--- src/rtl/cafeteira_uc.sv ---
// cafeteira_uc: control unit that sequences one coffee brew (order, water, cup, pump, heater, valve).
// Optional macro CAFETEIRA_XICARA_RETRY_EN enables timed cup re-checks; rev 1.0.
`default_nettype none

module cafeteira_uc #(
  parameter int INTERVALO_XICARA = 50000000,
  parameter int MAX_TENTATIVAS   = 3
) (
  input  logic       clock,
  input  logic       reset,
  input  logic       iniciar,
  input  logic       pronto_serial,
  input  logic       pronto_sensor_agua,
  input  logic       timeout_agua,
  input  logic       suficiente,
  input  logic       pronto_sensor_xicara,
  input  logic       timeout_xicara,
  input  logic       tem_xicara,
  input  logic       fim_bomba,
  input  logic       fim_ebulidor,
  input  logic       timeout_ebulidor,
  input  logic       fim_valvula,
  output logic       zera,
  output logic       medir_agua,
  output logic       verifica_xicara,
  output logic       liga_bomba,
  output logic       liga_ebulidor,
  output logic       liga_valvula,
  output logic       pronto,
  output logic       erro,
  output logic [2:0] erro_codigo,
  output logic [3:0] db_estado
);

  localparam logic [3:0] c_INICIAL         = 4'h0;
  localparam logic [3:0] c_ZERA            = 4'h1;
  localparam logic [3:0] c_ESPERA_SERIAL   = 4'h2;
  localparam logic [3:0] c_MEDE_AGUA       = 4'h3;
  localparam logic [3:0] c_ESPERA_AGUA     = 4'h4;
  localparam logic [3:0] c_VERIFICA_XICARA = 4'h5;
  localparam logic [3:0] c_ESPERA_XICARA   = 4'h6;
  localparam logic [3:0] c_AGUARDA_XICARA  = 4'h7;
  localparam logic [3:0] c_BOMBA           = 4'h8;
  localparam logic [3:0] c_EBULIDOR        = 4'h9;
  localparam logic [3:0] c_VALVULA         = 4'hA;
  localparam logic [3:0] c_FINAL           = 4'hB;
  localparam logic [3:0] c_ERRO            = 4'hF;

  localparam logic [2:0] c_COD_NENHUM       = 3'd0;
  localparam logic [2:0] c_COD_TIMEOUT_AGUA = 3'd1;
  localparam logic [2:0] c_COD_POUCA_AGUA   = 3'd2;
  localparam logic [2:0] c_COD_TIMEOUT_XIC  = 3'd3;
  localparam logic [2:0] c_COD_SEM_XICARA   = 3'd4;
  localparam logic [2:0] c_COD_TIMEOUT_EBUL = 3'd5;

  // Elaboration-time guard on the retry configuration.
  if (MAX_TENTATIVAS < 1 || MAX_TENTATIVAS > 7) begin : g_chk_tentativas
    $error("cafeteira_uc: MAX_TENTATIVAS must be within 1..7");
  end
  if (INTERVALO_XICARA < 1) begin : g_chk_intervalo
    $error("cafeteira_uc: INTERVALO_XICARA must be at least 1");
  end

  logic [3:0] estado_q, estado_d;
  logic [2:0] codigo_q, codigo_d;
  logic       viu_baixo_q, viu_baixo_d;

`ifdef CAFETEIRA_XICARA_RETRY_EN
  localparam int         c_INT_W   = (INTERVALO_XICARA > 1) ? $clog2(INTERVALO_XICARA) : 1;
  localparam logic [c_INT_W-1:0] c_INT_ULTIMO = c_INT_W'(INTERVALO_XICARA - 1);
  localparam logic [2:0] c_MAX_TENT = 3'(MAX_TENTATIVAS);

  logic [2:0]         tentativas_q, tentativas_d;
  logic [c_INT_W-1:0] intervalo_q, intervalo_d;
`endif

  always_comb begin
    estado_d    = estado_q;
    codigo_d    = codigo_q;
    viu_baixo_d = viu_baixo_q;
`ifdef CAFETEIRA_XICARA_RETRY_EN
    tentativas_d = tentativas_q;
    intervalo_d  = intervalo_q;
`endif

    case (estado_q)
      c_INICIAL: begin
        if (iniciar) estado_d = c_ZERA;
      end

      c_ZERA: begin
        codigo_d = c_COD_NENHUM;
`ifdef CAFETEIRA_XICARA_RETRY_EN
        tentativas_d = 3'd0;
`endif
        estado_d = c_ESPERA_SERIAL;
      end

      c_ESPERA_SERIAL: begin
        if (pronto_serial) estado_d = c_MEDE_AGUA;
      end

      c_MEDE_AGUA: estado_d = c_ESPERA_AGUA;

      // A timeout outranks a measurement that completes in the same cycle.
      c_ESPERA_AGUA: begin
        if (timeout_agua) begin
          estado_d = c_ERRO;
          codigo_d = c_COD_TIMEOUT_AGUA;
        end else if (pronto_sensor_agua) begin
          if (suficiente) begin
            estado_d = c_VERIFICA_XICARA;
          end else begin
            estado_d = c_ERRO;
            codigo_d = c_COD_POUCA_AGUA;
          end
        end
      end

      c_VERIFICA_XICARA: estado_d = c_ESPERA_XICARA;

      c_ESPERA_XICARA: begin
        if (timeout_xicara) begin
          estado_d = c_ERRO;
          codigo_d = c_COD_TIMEOUT_XIC;
        end else if (pronto_sensor_xicara) begin
          if (tem_xicara) begin
            estado_d = c_BOMBA;
          end else begin
`ifdef CAFETEIRA_XICARA_RETRY_EN
            if (tentativas_q < c_MAX_TENT) begin
              estado_d     = c_AGUARDA_XICARA;
              tentativas_d = tentativas_q + 3'd1;
              intervalo_d  = '0;
            end else begin
              estado_d = c_ERRO;
              codigo_d = c_COD_SEM_XICARA;
            end
`else
            estado_d = c_ERRO;
            codigo_d = c_COD_SEM_XICARA;
`endif
          end
        end
      end

`ifdef CAFETEIRA_XICARA_RETRY_EN
      c_AGUARDA_XICARA: begin
        if (intervalo_q == c_INT_ULTIMO) begin
          estado_d = c_VERIFICA_XICARA;
        end else begin
          intervalo_d = intervalo_q + 1'b1;
        end
      end
`endif

      c_BOMBA: begin
        if (fim_bomba) estado_d = c_EBULIDOR;
      end

      c_EBULIDOR: begin
        if (timeout_ebulidor) begin
          estado_d = c_ERRO;
          codigo_d = c_COD_TIMEOUT_EBUL;
        end else if (fim_ebulidor) begin
          estado_d = c_VALVULA;
        end
      end

      c_VALVULA: begin
        if (fim_valvula) estado_d = c_FINAL;
      end

      c_FINAL: estado_d = c_INICIAL;

      // Leaving ERRO needs a fresh press: a low level must be seen first.
      c_ERRO: begin
        if (!iniciar) viu_baixo_d = 1'b1;
        if (viu_baixo_q && iniciar) estado_d = c_INICIAL;
      end

      default: estado_d = c_INICIAL;
    endcase

    if (estado_d == c_ERRO && estado_q != c_ERRO) viu_baixo_d = 1'b0;
  end

  always_ff @(posedge clock or negedge reset) begin
    if (!reset) begin
      estado_q    <= c_INICIAL;
      codigo_q    <= c_COD_NENHUM;
      viu_baixo_q <= 1'b0;
    end else begin
      estado_q    <= estado_d;
      codigo_q    <= codigo_d;
      viu_baixo_q <= viu_baixo_d;
    end
  end

`ifdef CAFETEIRA_XICARA_RETRY_EN
  always_ff @(posedge clock or negedge reset) begin
    if (!reset) begin
      tentativas_q <= 3'd0;
      intervalo_q  <= '0;
    end else begin
      tentativas_q <= tentativas_d;
      intervalo_q  <= intervalo_d;
    end
  end
`endif

  // Moore outputs: pure decode of the state register.
  always_comb begin
    zera            = 1'b0;
    medir_agua      = 1'b0;
    verifica_xicara = 1'b0;
    liga_bomba      = 1'b0;
    liga_ebulidor   = 1'b0;
    liga_valvula    = 1'b0;
    pronto          = 1'b0;
    erro            = 1'b0;
    case (estado_q)
      c_ZERA:            zera            = 1'b1;
      c_MEDE_AGUA:       medir_agua      = 1'b1;
      c_VERIFICA_XICARA: verifica_xicara = 1'b1;
      c_BOMBA:           liga_bomba      = 1'b1;
      c_EBULIDOR:        liga_ebulidor   = 1'b1;
      c_VALVULA:         liga_valvula    = 1'b1;
      c_FINAL:           pronto          = 1'b1;
      c_ERRO:            erro            = 1'b1;
      default: ;
    endcase
  end

  assign erro_codigo = codigo_q;
  assign db_estado   = estado_q;

endmodule

`default_nettype wire

--- config.mk ---
export PLATFORM = sky130hd
export DESIGN_NAME = cafeteira_uc
export DESIGN_NICKNAME = d
export VERILOG_FILES = /design/src/rtl/cafeteira_uc.sv
export SDC_FILE = /design/constraint.sdc
export NUM_CORES = 1
export LEC_CHECK = 0
export ABC_AREA = 1
export BUFFER_PORTS_ARGS = -buffer_cell sky130_fd_sc_hd__buf_2
export CORE_MARGIN = 2
export CORE_UTILIZATION = 40
export CTS_CLUSTER_DIAMETER = 200
export CTS_CLUSTER_SIZE = 16
export DETAILED_ROUTE_END_ITERATION = 10
export GPL_TIMING_DRIVEN = 0
export PLACE_DENSITY = 0.69
export SETUP_SLACK_MARGIN = 0.5
export SLEW_MARGIN = 20
export SYNTH_ARGS = -nofsm -noshare
export SYNTH_HDL_FRONTEND = slang
export SYNTH_SLANG_ARGS = --single-unit
--- constraint.sdc ---
create_clock -name clock -period 3.05 [get_ports clock]
set_clock_uncertainty 0.05 [all_clocks]
set_input_delay 0.4575 -clock clock [delete_from_list [all_inputs] [get_ports clock]]
set_output_delay 0.4575 -clock clock [all_outputs]
set_load 0.01 [all_outputs]
# Word level (Yosys, flattened, before mapping)
# Cells that the tools add are included.
word_totals:
  regBits: 8
  inputBits: 14
  wordCells: 62
  output_inout_bits: 15
op_classes:
  mux: 33
  eq_ne: 19
  n_reduce_logical: 7
ops:
  columns: ["operator", "n"]
  rows:
  - ["2-to-1 mux 4 bit", 12]
  - ["case mux 4 bit (11 select lines)", 1]
  - ["equality test 4 bit, second input constant", 6]
  - ["2-to-1 mux 3 bit", 8]
  - ["equality test 4 x 3 -> 1 bit, second input constant", 3]
  - ["inequality test 3 bit, second input constant", 4]
  - ["case mux 3 bit (4 select lines)", 1]
  - ["2-to-1 mux 1 bit", 11]
  - ["equality test 4 x 2 -> 1 bit, second input constant", 2]
  - ["AND reduction 6 bit", 1]
  - ["equality test 4 x 1 -> 1 bit, second input constant", 1]
  - ["zero test 4 bit", 1]
  - ["inequality test 4 bit, second input constant", 1]
  - ["nonzero test 4 bit", 1]
  - ["logical AND 1 bit", 2]
  - ["inequality test 2 x 1 -> 1 bit, second input constant", 1]
  - ["inequality test 2 bit, second input constant", 1]
  - ["AND reduction 2 bit", 1]
  - ["nonzero test 2 bit", 1]

# Depth between registers and ports, before layout
depth:
  depth_word: 8
  depth_mapped: 10

# Worst setup path after synthesis
# Ideal clock, no wire load.
synth_timing:
  kind: "register to output"
  startpoint: "register estado_q[2] (netlist: db_estado[2])"
  endpoint: "output port liga_ebulidor"
  stages_incl_launch_ff: 4
  path_slack_ns: 1.660
  t_required_ns: 2.542
  arrival_ns: 0.882
  path_buffers: 0
  path_cell_list: "dfrtp_1 > inv_1 > nand2_2 > nor2_1"
synth_between:
  elab_chain_len: 2
synth_rtl:
  columns: ["element", "line", "source"]
  rows:
  - ["start: declaration", "64", "logic [3:0] estado_q, estado_d;"]
  - ["start signal: assignment", "190", "estado_q <= c_INICIAL;"]
  - ["start signal: assignment", "194", "estado_q <= estado_d;"]
  - ["equality test 4 bit", "222", "case (estado_q)"]
  - ["2-to-1 mux 1 bit", "222", null]
  - ["end: declaration", "27", "output logic liga_ebulidor,"]
# Every way passes these cells.

# Final worst setup path
layout_timing:
  startpoint: "register estado_q[3] (netlist: db_estado[3])"
  endpoint: "output port zera"
layout_between:
  elab_chain_len: 2
layout_rtl:
  columns: ["element", "line", "source"]
  rows:
  - ["equality test 4 x 1 -> 1 bit", "222", null]
  - ["2-to-1 mux 1 bit", "222", null]
  - ["end: declaration", "23", "output logic zera,"]
# Every way passes these cells.

==> summary.md <==
| Metric | Value |
|---|---|
| TNS Setup | 0 ps |
| Outcome | finished, final reports clean |
| CTS H-tree lvls | 1 |
| Total grt overflow | 0 |
| Pwr Density | 815 mW/mm² |
| Fraction of layout cells with a size suffix above 1 | 26.8% |
| Initial antenna violation count | 0 |
| Mapped Cells | 110 |
| Final Routed Wirelength | 1.70 mm |
| Post-synth EDFFs | 0 |
| Placed cell areas | 805 µm² |
| Avg Cell Area, Syn | 5.86 µm² |
| Seq cells post-synth | 8 |
| Drc violations | 0 |
| Count leader, synth | nand2_1 |
| Final Instance Area | 837 µm² |
| Critical path endpoint category | primary output |
| Post-Synth XOR/XNOR Area | 0% |
| Initial DRC count | 15 |
| Top FF cell, synth | dfrtp_1 |
| Top cells by count, synth | 38 x nand2_1, 19 x inv_1, 14 x nor2_1 |
| # diodes | 0 |
| Synth warnings | 0 |
| Worst-path clk slew | 50 ps |
| Worst setup path class | flip-flop to primary output |
| Share of the synthesized area in the top cell type | 31.1% |
| Worst-skew pair later-pin latency | 250 ps |
| Max-slew violation count | 0 |
| CP max-delay cell | dfrtp_1 |
| Root Buffer | clkbuf_4 |
| First-pass GRT wire length | 2.83 mm |
| Die area | 0.00195 mm² |
| Final Hold Fails | 0 |
| Vias per cell | 4.94 |
| Area contributors post-synth | dfrtp_1 31%, nand2_1 22%, inv_1 11% |
| Total track usage | 19.5% |
| Post-synth ARST share | 100% |
| Max IR drop VDD | 0.000396 V |
| ANT nets after route | 0 |
| Deepest clock path buffer count | 2 |
| PostCTS Resize Cnt | 0 |
| Syn_nets | 124 |
| Slowest cell delay on critical path | 440 ps |
| Starting Density | 42.8% |
| WP data required | 2540 ps |
| Die W | 44.1 µm |
| CTS Hold Bufs | 1 |
| IO Count | 29 |
| Post-synthesis simple-gate area fraction | 43.3% |
| Leak pwr | 0.000534 µW |
| Largest family of logic cells by synthesized area | simple AND/OR/NAND/NOR gates |
| Placement Rows | 14 |
| Die height | 44.1 µm |
| Vias in the first global route | 701 |
| Total CTS buffers | 3 |
| Fin crit period | 1860 ps |
| Crit path buffers/inverters | 2 |
| CP Launch Type | flip-flop |
| Sequential cell area | 200 µm² |
| Final GP Congestion | 0.867 |
| Post-DR wirelength/cell | 10.8 µm |
| Fmax | 537 MHz |
| DP HPWL | 1.40 mm |
| Largest net degree at the start of global routing | 9 |
| Register area share after synthesis | 31.1% |
| Max FO, Critical Path | 6 |
| Worst hold path type | input port to flip-flop |
| RSZ-0062 raised after global routing | false |
| Setup Buffers After CTS | 0 |
| Detailed Routing Iterations Pass 1 | 4 |
| Core Box Area | 0.00151 mm² |
| Vias | 780 |
| Max-slew headroom | 74.4% |
| Port-buffer cells | 28 |
| Nets@finish | 158 |
| Filler cells | 153 |
| CTS tree | yes |
| Critical path, cell by cell | nor2_1 -> nand2_1 -> inv_1 -> buf_2 |
| Setup Viol. Count Final | 0 |
| Period utilisation layout | 61.0% |
| Area growth, synth to finish | 29.9% |
| Multiplexer share of the synthesized area | 0% |
| Max Cap Viol | 0 |
| Adder-Cell Fraction of Synth Area | 0% |
| Area leader, netlist | dfrtp_1 |
| Cell family with most CP delay | simple AND/OR/NAND/NOR gates |
| CP arrival | 1350 ps |
| Worst-Margin Slew | 383 ps |
| Post-Syn Area | 644 µm² |
| Compound-Gate Fraction of Synth Area | 14.0% |
| Area of the multi-input gates | 369 µm² |
| Synth unique cells | 15 |
| TritonCTS Sinks | 8 |
==> sequential cells by signal, summed over array words and instances, names as in the netlist <==
| register | flops |
|---|---|
| db_estado | 4 |
| erro_codigo | 3 |
| viu_baixo_q | 1 |
==> logic make-up after synthesis <==
logic type      count (synthesis)
compound gates                 15
flops                           8
buf+inv                        20
simple gates                   67
==> routing by layer <==
layer | global-route usage, % | share of wire, % | vias up
met5 | 0 | 0 | -
met4 | 1.82 | 0.12 | 0
met3 | 6.94 | 7.6 | 2
met2 | 32.6 | 46 | 34
met1 | 25.3 | 46 | 332
li1 | - | - | 412
==> worst reg2reg max path: cells and delay by family (launching register included) <==
family	cells	cell delay (ps)
flops	1	440
simple gates	4	660
compound gates	2	240
==> layout by cell type (no fill, tap or decap), types with 2 or more instances in the layout <==
cell / n
a21oi_1: 2
buf_2: 28
clkbuf_4: 3
dfrtp_1: 8
inv_1: 19
nand2_1: 38
nand3_1: 8
nand4_1: 3
nor2_1: 14
nor2_2: 3
o21ai_0: 8
o21ai_2: 2
==> final timing paths <==
| path | from | end | slack [ps] | cells after the start |
|---|---|---|---|---|
| min in group asynchronous | reset | db_estado[2] | 520 | 2 |
| max in group asynchronous | reset | erro_codigo[1] | 2260 | 2 |
| worst min register to register | erro_codigo[1] | erro_codigo[1] | 440 | 2 |
| worst max register to register | db_estado[3] | erro_codigo[0] | 1550 | 6 |
| worst max-delay path | db_estado[3] | zera | 1190 | 4 |
| worst min-delay path | fim_bomba | db_estado[0] | 390 | 3 |
==> per-stage QoR <==
| stage | setup slack, ps | hold slack, ps | instances | utilization [%] | total power [µW] |
|---|---|---|---|---|---|
| finish | 1190 | 387 | 158 | 55.6 | 682 |
| CTS | 1190 | 382 | 158 | 55.6 | 686 |
| global route | 1060 | 395 | 158 | 55.6 | 759 |
| floorplan | 1660 | 112 | 110 | - | 467 |
| global placement | 1470 | 254 | 154 | 53.4 | 597 |
| detailed placement | 1470 | 260 | 154 | 53.4 | 601 |
==> power by group <==
part,switching (µW),internal (µW)
clock,36.0,45.0
sequential,41.3,154
combinational,265,141
==> final cells by class <==
class | count | area share [%]
multi-input combinational | 82 | 44.1
sequential | 8 | 23.9
timing repair buffer | 29 | 17.9
inverter | 20 | 8.97
clock buffer | 3 | 2.69
tap | 16 | 2.39
(Power assumes the default switching activity.)
